[config.mk]
export PLATFORM = sky130hd
export DESIGN_NAME = rvfi_commit_serializer
export DESIGN_NICKNAME = d
export VERILOG_FILES = /design/src/rtl/rvfi_pkg.sv /design/src/rtl/rvfi_commit_fifo.sv /design/src/rtl/rvfi_commit_serializer.sv
export SDC_FILE = /design/constraint.sdc
export NUM_CORES = 2
export LEC_CHECK = 0
export ABC_AREA = 0
export CORE_MARGIN = 2
export CORE_UTILIZATION = 55
export DETAILED_ROUTE_END_ITERATION = 8
export HOLD_SLACK_MARGIN = 0.1
export MAX_ROUTING_LAYER = met4
export PLACE_DENSITY = 0.73
export SLEW_MARGIN = 5
export SYNTH_ARGS = -nofsm -noshare
export SYNTH_HDL_FRONTEND = slang
export SYNTH_SLANG_ARGS = --single-unit
[constraint.sdc]
create_clock -name clk -period 37.6 [get_ports clk]
set_clock_uncertainty 0.15 [all_clocks]
set_input_delay 5.64 -clock clk [delete_from_list [all_inputs] [get_ports clk]]
set_output_delay 5.64 -clock clk [all_outputs]
set_load 0.02 [all_outputs]
[src/rtl/rvfi_pkg.sv]
// rtl/rvfi_pkg.sv - RVFI commit record type, opcode constants and halt test
package rvfi_pkg;

    localparam int XLEN = 32;

    localparam logic [6:0] OP_BR   = 7'b1100011;
    localparam logic [6:0] OP_JAL  = 7'b1101111;
    localparam logic [6:0] OP_JALR = 7'b1100111;

    typedef struct packed {
        logic [XLEN-1:0] inst;
        logic [XLEN-1:0] pc_rdata;
        logic [XLEN-1:0] pc_wdata;
        logic [4:0]      rs1_addr;
        logic [4:0]      rs2_addr;
        logic [XLEN-1:0] rs1_rdata;
        logic [XLEN-1:0] rs2_rdata;
        logic [4:0]      rd_addr;
        logic [XLEN-1:0] rd_wdata;
        logic            load_regfile;
        logic [XLEN-1:0] mem_addr;
        logic [3:0]      mem_rmask;
        logic [3:0]      mem_wmask;
        logic [XLEN-1:0] mem_rdata;
        logic [XLEN-1:0] mem_wdata;
    } rvfi_word_t;

    // A branch or jal that targets itself is the conventional "stop here" idiom.
    function automatic logic is_halt(rvfi_word_t w);
        return ((w.inst[6:0] == OP_BR) || (w.inst[6:0] == OP_JAL)) &&
               (w.pc_wdata == w.pc_rdata);
    endfunction

endpackage

[src/rtl/rvfi_commit_fifo.sv]
// rtl/rvfi_commit_fifo.sv - multi-write, single-read circular record buffer
module rvfi_commit_fifo
    import rvfi_pkg::*;
#(
    parameter int CW    = 2,
    parameter int DEPTH = 8
) (
    input  logic                      clk,
    input  logic                      rst,
    input  logic [CW-1:0]             wr_valid,
    input  rvfi_word_t [CW-1:0]       wr_word,
    input  logic                      rd_en,
    output rvfi_word_t                head_word,
    output logic                      empty,
    output logic                      full,
    output logic [$clog2(DEPTH):0]    count
);

    localparam int AW = $clog2(DEPTH);
    localparam int PW = AW + 1;

    rvfi_word_t    mem [DEPTH];
    logic [PW-1:0] wr_ptr;
    logic [PW-1:0] rd_ptr;
    logic [PW-1:0] num_wr;
    logic [AW-1:0] waddr [CW];

    // Prefix sum over valid lanes packs gapped lanes into consecutive slots.
    always_comb begin
        logic [PW-1:0] acc;
        acc = '0;
        for (int i = 0; i < CW; i++) begin
            waddr[i] = wr_ptr[AW-1:0] + acc[AW-1:0];
            acc      = acc + PW'(wr_valid[i]);
        end
        num_wr = acc;
    end

    assign empty     = (wr_ptr == rd_ptr);
    assign full      = (wr_ptr[AW] != rd_ptr[AW]) && (wr_ptr[AW-1:0] == rd_ptr[AW-1:0]);
    assign count     = wr_ptr - rd_ptr;
    assign head_word = mem[rd_ptr[AW-1:0]];

    always_ff @(posedge clk) begin
        if (rst) begin
            wr_ptr <= '0;
            rd_ptr <= '0;
        end else begin
            wr_ptr <= wr_ptr + num_wr;
            if (rd_en && !empty) begin
                rd_ptr <= rd_ptr + PW'(1);
            end
        end
    end

    always_ff @(posedge clk) begin
        for (int i = 0; i < CW; i++) begin
            if (wr_valid[i]) begin
                mem[waddr[i]] <= wr_word[i];
            end
        end
    end

endmodule

[src/rtl/rvfi_commit_serializer.sv]
// rtl/rvfi_commit_serializer.sv - serializes ROB commits into ordered RVFI records
module rvfi_commit_serializer
    import rvfi_pkg::*;
#(
    parameter int COMMIT_WIDTH = 2,
    parameter int DEPTH        = 8,
    parameter int ORDER_W      = 64
) (
    input  logic                          clk,
    input  logic                          rst,
    input  logic [COMMIT_WIDTH-1:0]       commit_valid_i,
    input  rvfi_word_t [COMMIT_WIDTH-1:0] commit_word_i,
    output logic                          commit_ready_o,
    output logic                          out_commit_o,
    output rvfi_word_t                    out_word_o,
    output logic [ORDER_W-1:0]            out_order_o,
    output logic                          out_halt_o,
    output logic                          overflow_o,
    output logic [$clog2(DEPTH):0]        occupancy_o
);

    rvfi_word_t                head;
    logic                      empty;
    logic                      full;
    logic [$clog2(DEPTH):0]    count;
    logic [COMMIT_WIDTH-1:0]   wr_valid;
    logic                      head_halt;
    logic                      halted_q;
    logic                      overflow_q;
    logic [ORDER_W-1:0]        order_q;

    // A whole retire group is admitted or dropped together; partial acceptance would
    // break program order in the trace.
    assign commit_ready_o = ((DEPTH - int'(count)) >= COMMIT_WIDTH);
    assign wr_valid       = (commit_ready_o && !full) ? commit_valid_i : '0;

    rvfi_commit_fifo #(
        .CW    (COMMIT_WIDTH),
        .DEPTH (DEPTH)
    ) u_fifo (
        .clk       (clk),
        .rst       (rst),
        .wr_valid  (wr_valid),
        .wr_word   (commit_word_i),
        .rd_en     (out_commit_o),
        .head_word (head),
        .empty     (empty),
        .full      (full),
        .count     (count)
    );

    assign head_halt    = is_halt(head);
    assign out_commit_o = !empty && !halted_q;
    assign out_halt_o   = halted_q || (out_commit_o && head_halt);
    assign out_order_o  = order_q;
    assign overflow_o   = overflow_q;
    assign occupancy_o  = count;

    always_comb begin
        out_word_o = '0;
        if (out_commit_o) begin
            out_word_o = head;
            if ((head.rd_addr == 5'd0) || !head.load_regfile) begin
                out_word_o.rd_wdata = '0;
            end
        end
    end

    always_ff @(posedge clk) begin
        if (rst) begin
            halted_q   <= 1'b0;
            overflow_q <= 1'b0;
            order_q    <= '0;
        end else begin
            if ((|commit_valid_i) && !commit_ready_o) begin
                overflow_q <= 1'b1;
            end
            if (out_commit_o) begin
                order_q <= order_q + ORDER_W'(1);
                if (head_halt) begin
                    halted_q <= 1'b1;
                end
            end
        end
    end

endmodule
# Yosys cells after proc, flatten, opt, wreduce, memory -nomap -nowiden
# Memory sizes are Yosys's and may differ from the RTL's. A register that Yosys moved wholly into a read port is not among the register bits.
# Index checks and enable logic that the tools add are counted.
# op_classes
reduce_logical	18
addsub	7
eq_ne	6
muxes	9
bitwise_logic	0
shifts	0
div_mod_pow	0
n_lt_le_gt_ge	1
mul	0
# op_table
operator	count
$mux 312	1
$add 64x1->64 const B	1
$eq 32x32->1	1
$mux 32	1
$eq 7x7->1 const B	2
$logic_and 1x1->1	7
$mux 3	2
$ge 5x3->1 const B	1
$logic_not 1->1	5
$logic_not 5->1	1
$sub 4x4->5 const A	1
$add 4x1->4 const B	1
$add 4x4->4	1
$eq 4x4->1	1
$mux 1	4
$sub 4x4->4	1
$add 3x1->3	1
$eq 3x3->1	1
$logic_or 1x1->1	3
$add 1x1->2	1
$mux 2	1
$reduce_and 2->1	1
$reduce_or 2->1	1
$ne 1x1->1	1
# word_totals
out_inout_bits	384
ram_bits	2496
reg_bits	74
elab_cells	47
latchBits	0
input_bits	628
romBits	0
memories	1
# memory_table
memory	depth	width	read_ports	rd_ports_with_merged_regs	wr	line_no	text
u_fifo.mem	8	312	1	1	2	rvfi_commit_fifo.sv:22	rvfi_word_t mem [DEPTH];

# Logic depth before layout (Yosys ltp)
# logic_depth
depth_word	7
depth_mapped	18
ltp_nobuf	15

# Cells and area by module
# A second synthesis with hierarchy kept.
# hier_totals
cells_unflattened	7257
hier_area_um2	129497.9
# by_module_without_submodules
module	cells_each	area_per_inst_um2	instances	seq_area_each_um2
rvfi_commit_fifo	6471	123831.3	1	75172.1
rvfi_commit_serializer	786	5666.7	1	1321.3

# Least setup slack after synthesis
# Ideal clock, no wire load.
# synth_timing
path_kind	input -> register
from	input commit_valid_i[0]
to	memory u_fifo.mem[2][0] in the netlist's numbering, enable pin
path_buffers	0
arrival_time_ns	28.623
setup_slack_ns	7.385
cell_stages	3
setup_ns	1.442
required_time_ns	36.008
cell_sequence	and4_1 > nand2_1 > o31ai_1
# synth_lines
element	line_no	text
from (decl)	rvfi_commit_serializer.sv:11	input logic [COMMIT_WIDTH-1:0] commit_valid_i,
to (decl)	rvfi_commit_fifo.sv:22	

==> insert_results.sql <==
INSERT INTO impl_metrics (metric_group, metric, value, unit) VALUES
('clock_network', 'cts_tree', 'built', ''),
('synth', 'synth.cell_area', '0.1308', 'sq mm'),
('sta', 'min_period', '13.12', 'ns'),
('drt', 'wl_per_cell', '31.94', 'um'),
('cells_and_area', 'post_route_cells_drive_above_1_share', '0.4264', ''),
('pwr', 'power.density_cell_area', '86.47', 'mW/mm^2'),
('synth', 'synth_largest_type_area_fraction', '0.5730', ''),
('global_route', 'antenna_found_initial', '179', ''),
('cells_and_area', 'post-route-util', '0.6431', ''),
('clock_network', 'clk_root_buffer_cell', 'sky130_fd_sc_hd__clkbuf_16', ''),
('clock_network', 'clkSlewWorstSetupHoldPaths', '0.06', 'ns'),
('synth', 'yosys_register_bits', '2573', ''),
('sta', 'finalSetupTns', '0', 'ns'),
('flow_run', 'count_of_maximum_capacitance_violations', '0', ''),
('synth', 'synth_top_flop_cell', 'sky130_fd_sc_hd__edfxtp_1', ''),
('pwr', 'p_leak', '49.29', 'nW'),
('floorplanning', 'floorplan.die_area', '0.2418', 'sq mm'),
('placement', 'dpl_cell_area', '0.1434', 'sq mm'),
('floorplanning', 'io_pins', '1012', ''),
('critical_path', 'cp_max_fo', '42', ''),
('floorplanning', 'fp.dieW', '491.7', 'um'),
('clock_network', 'tritoncts.num_buffers', '296', ''),
('drt', 'drtPass1Iterations', '5', ''),
('critical_path', 'worst_setup_path_end_kind', 'output port', ''),
('drt', 'vias_per_cell', '6.372', ''),
('placement', 'dp_worst_setup_slack', '25.29', 'ns'),
('floorplanning', 'dieHeight', '491.7', 'um'),
('synth', 'synth_area_leaders', 'sky130_fd_sc_hd__edfxtp_1, sky130_fd_sc_hd__mux2_2, sky130_fd_sc_hd__mux4_2', ''),
('cells_and_area', 'fin_area', '0.1525', 'sq mm'),
('drt', 'dr_total_vias', '75329', ''),
('placement', 'gp_congestion', '0.8567', ''),
('synth', 'synth_seq_area_share', '0.5848', ''),
('global_route', 'globalRouteOverflowTotal', '0', ''),
('critical_path', 'setup.worst_path.class', 'reg2out', ''),
('pwr', 'finalPower', '0.01319', 'W'),
('floorplanning', 'rows', '179', ''),
('drt', 'remaining_drc_errors', '0', ''),
('sta', 'portion_of_the_clock_cycle_consumed_by_the_worst_path_in_the_final_layout', '0.3489', ''),
('sta', 'final-max-slew-violation-count', '0', ''),
('global_route', 'vias_in_the_first_global_route', '77087', ''),
('cells_and_area', 'n_fill_cell', '16724', ''),
('clock_network', 'postCtsSetupBuffers', '0', ''),
('drt', 'ant_nets', '0', ''),
('sta', 'worst_slew_margin_rel', '0.06622', ''),
('worst_hold_path', 'worstHoldPathType', 'reg2reg', ''),
('critical_path', 'critical_path_buf_inv_count', '5', ''),
('critical_path', 'critical-path-slowest-cell', 'sky130_fd_sc_hd__dfxtp_4', ''),
('global_route', 'wire_length_of_the_first_global_routing_pass', '544900', 'um'),
('critical_path', 'worstPathRequired', '31.81', 'ns'),
('synth', 'number_of_synthesized_flops_with_an_enable_pin', '2496', ''),
('synth', 'yosysUniqueCellTypes', '54', ''),
('clock_network', 'cts_hold_repair.buffers', '0', ''),
('critical_path', 'cp_common_cell', 'sky130_fd_sc_hd__buf_4', ''),
('cells_and_area', 'area_growth', '16.61', '%'),
('pwr', 'peakVddDrop', '0.1781', 'mV'),
('critical_path', 'critPathArrivalTime', '7.33', 'ns'),
('floorplanning', 'core_area', '0.2372', 'sq mm'),
('placement', 'dp_hpwl', '217000', 'um'),
('sta', 'final_hold_viol_count', '0', ''),
('critical_path', 'critical-path-top-delay-family', 'buffers and inverters', ''),
('drt', 'initialDrtViolationCount', '7796', ''),
('synth', 'synth_top_cell_by_area', 'sky130_fd_sc_hd__edfxtp_1', ''),
('sta', 'grt_setup_unrepaired', 'false', ''),
('sta', 'timing.final.setup_violations', '0', ''),
('synth', 'postSynthAreaPerCell', '17.80', 'sq um'),
('status', 'run_status', 'complete, no violations', ''),
('critical_path', 'cp_cell_sequence', 'buf_4 > buf_4 > buf_4 > buf_4 > mux2i_1 > nor4b_1 > nand4_1 > a211oi_1 > a41o_1 > clkdlybuf4s50_1', ''),
('clock_network', 'clkSinkCount', '2573', ''),
('cells_and_area', 'num-nets-final', '8928', ''),
('sta', 'worst-slew-pin-transition', '1.401', 'ns'),
('clock_network', 'clk-insertion-delay-late', '0.92', 'ns');
## metrics by stage
step,std cells,hold slack [ns]
floorplan,7351,0.3622
global placement,11155,0.2914
detailed placement,11155,0.3040
CTS,11659,0.3141
global route,11811,0.3314
finish,11822,0.3166
## power breakdown
group,total (W),switching (W),internal (W)
clock network,0.00267,0.00114,0.00153
registers,0.00445,0.000191,0.00426
logic,0.00607,0.00360,0.00247
## cells by family after synthesis
kind of cell,count (synthesis),share of synthesized area
buffers and inverters,521,0.02205
AOI/OAI and AO/OA,58,0.002582
and+or+nand+nor,558,0.01839
adders and majority gates,14,0.001454
xor gates and xnor gates,162,0.01096
muxes,3465,0.3598
DFF,2573,0.5848
## worst register-to-register path, cell delays in order (launching register included)
cell,delay [ns]
sky130_fd_sc_hd__dfxtp_1,0.57
sky130_fd_sc_hd__inv_1,0.12
sky130_fd_sc_hd__ha_1,0.25
sky130_fd_sc_hd__fa_1,0.55
sky130_fd_sc_hd__ha_1,0.24
sky130_fd_sc_hd__nor2_1,0.18
sky130_fd_sc_hd__nand4b_1,0.13
sky130_fd_sc_hd__mux2_4,0.29
sky130_fd_sc_hd__and4_1,0.24
sky130_fd_sc_hd__ha_1,0.20
sky130_fd_sc_hd__ha_1,0.41
sky130_fd_sc_hd__nor2_1,0.27
sky130_fd_sc_hd__nand3_4,0.59
sky130_fd_sc_hd__o21ai_4,0.58
sky130_fd_sc_hd__buf_4,0.78
sky130_fd_sc_hd__buf_4,0.72
sky130_fd_sc_hd__buf_4,0.84
sky130_fd_sc_hd__buf_4,0.75
## per-layer routing
layer / vias to the layer above / global-route usage / routed length [um]
li1: 31701 / - / -
met1: 39791 / 0.4137 / 151900
met2: 3211 / 0.4835 / 179300
met3: 626 / 0.07547 / 32890
met4: 0 / 0.1193 / 13430
met5: - / - / 0
## path summary, 6_finish.rpt
kind | slack, ns | startpoint | endpoint | cells after the start
min reg2reg | 0.32 | overflow_o | overflow_o | 2
min | 0.32 | overflow_o | overflow_o | 2
max reg2reg | 29.29 | u_fifo.wr_ptr[0] | u_fifo.mem[1][77] | 17
max | 24.48 | register | out_halt_o | 10
## cell usage in the layout (no fill, tap or decap), types with 33 or more instances in the layout
cell type,instances
sky130_fd_sc_hd__clkbuf_1,79
sky130_fd_sc_hd__buf_4,111
sky130_fd_sc_hd__clkdlybuf4s50_1,1010
sky130_fd_sc_hd__dfxtp_1,74
sky130_fd_sc_hd__diode_2,163
sky130_fd_sc_hd__xnor2_1,82
sky130_fd_sc_hd__nand2_1,49
sky130_fd_sc_hd__clkinv_1,65
sky130_fd_sc_hd__nor2_1,389
sky130_fd_sc_hd__mux2_2,2112
sky130_fd_sc_hd__clkbuf_16,303
sky130_fd_sc_hd__xor2_1,78
sky130_fd_sc_hd__clkinv_2,33
sky130_fd_sc_hd__mux2_4,360
sky130_fd_sc_hd__mux2i_1,336
sky130_fd_sc_hd__mux4_2,632
sky130_fd_sc_hd__edfxtp_1,2496
## flip-flops by register name, summed over array words and instances, names as in the netlist, named ones only
signal         count
u_fifo.mem      2496
out_order_o       64
u_fifo.rd_ptr      4
u_fifo.wr_ptr      4
halted_q           1
overflow_o         1
## final cells by class
class | count | area, sq um | area share
antenna | 163 | 407.9 | 0.002674
clock buffer | 383 | 7893 | 0.05174
clock inverter | 121 | 788.3 | 0.005168
inverter | 17 | 65.06 | 0.0004265
multi-input combinational | 4257 | 51590 | 0.3382
sequential | 2573 | 76500 | 0.5016
tap | 3167 | 3963 | 0.02598
timing repair buffer | 1141 | 11330 | 0.07427
Note: power is estimated with default switching activity, not from simulation.
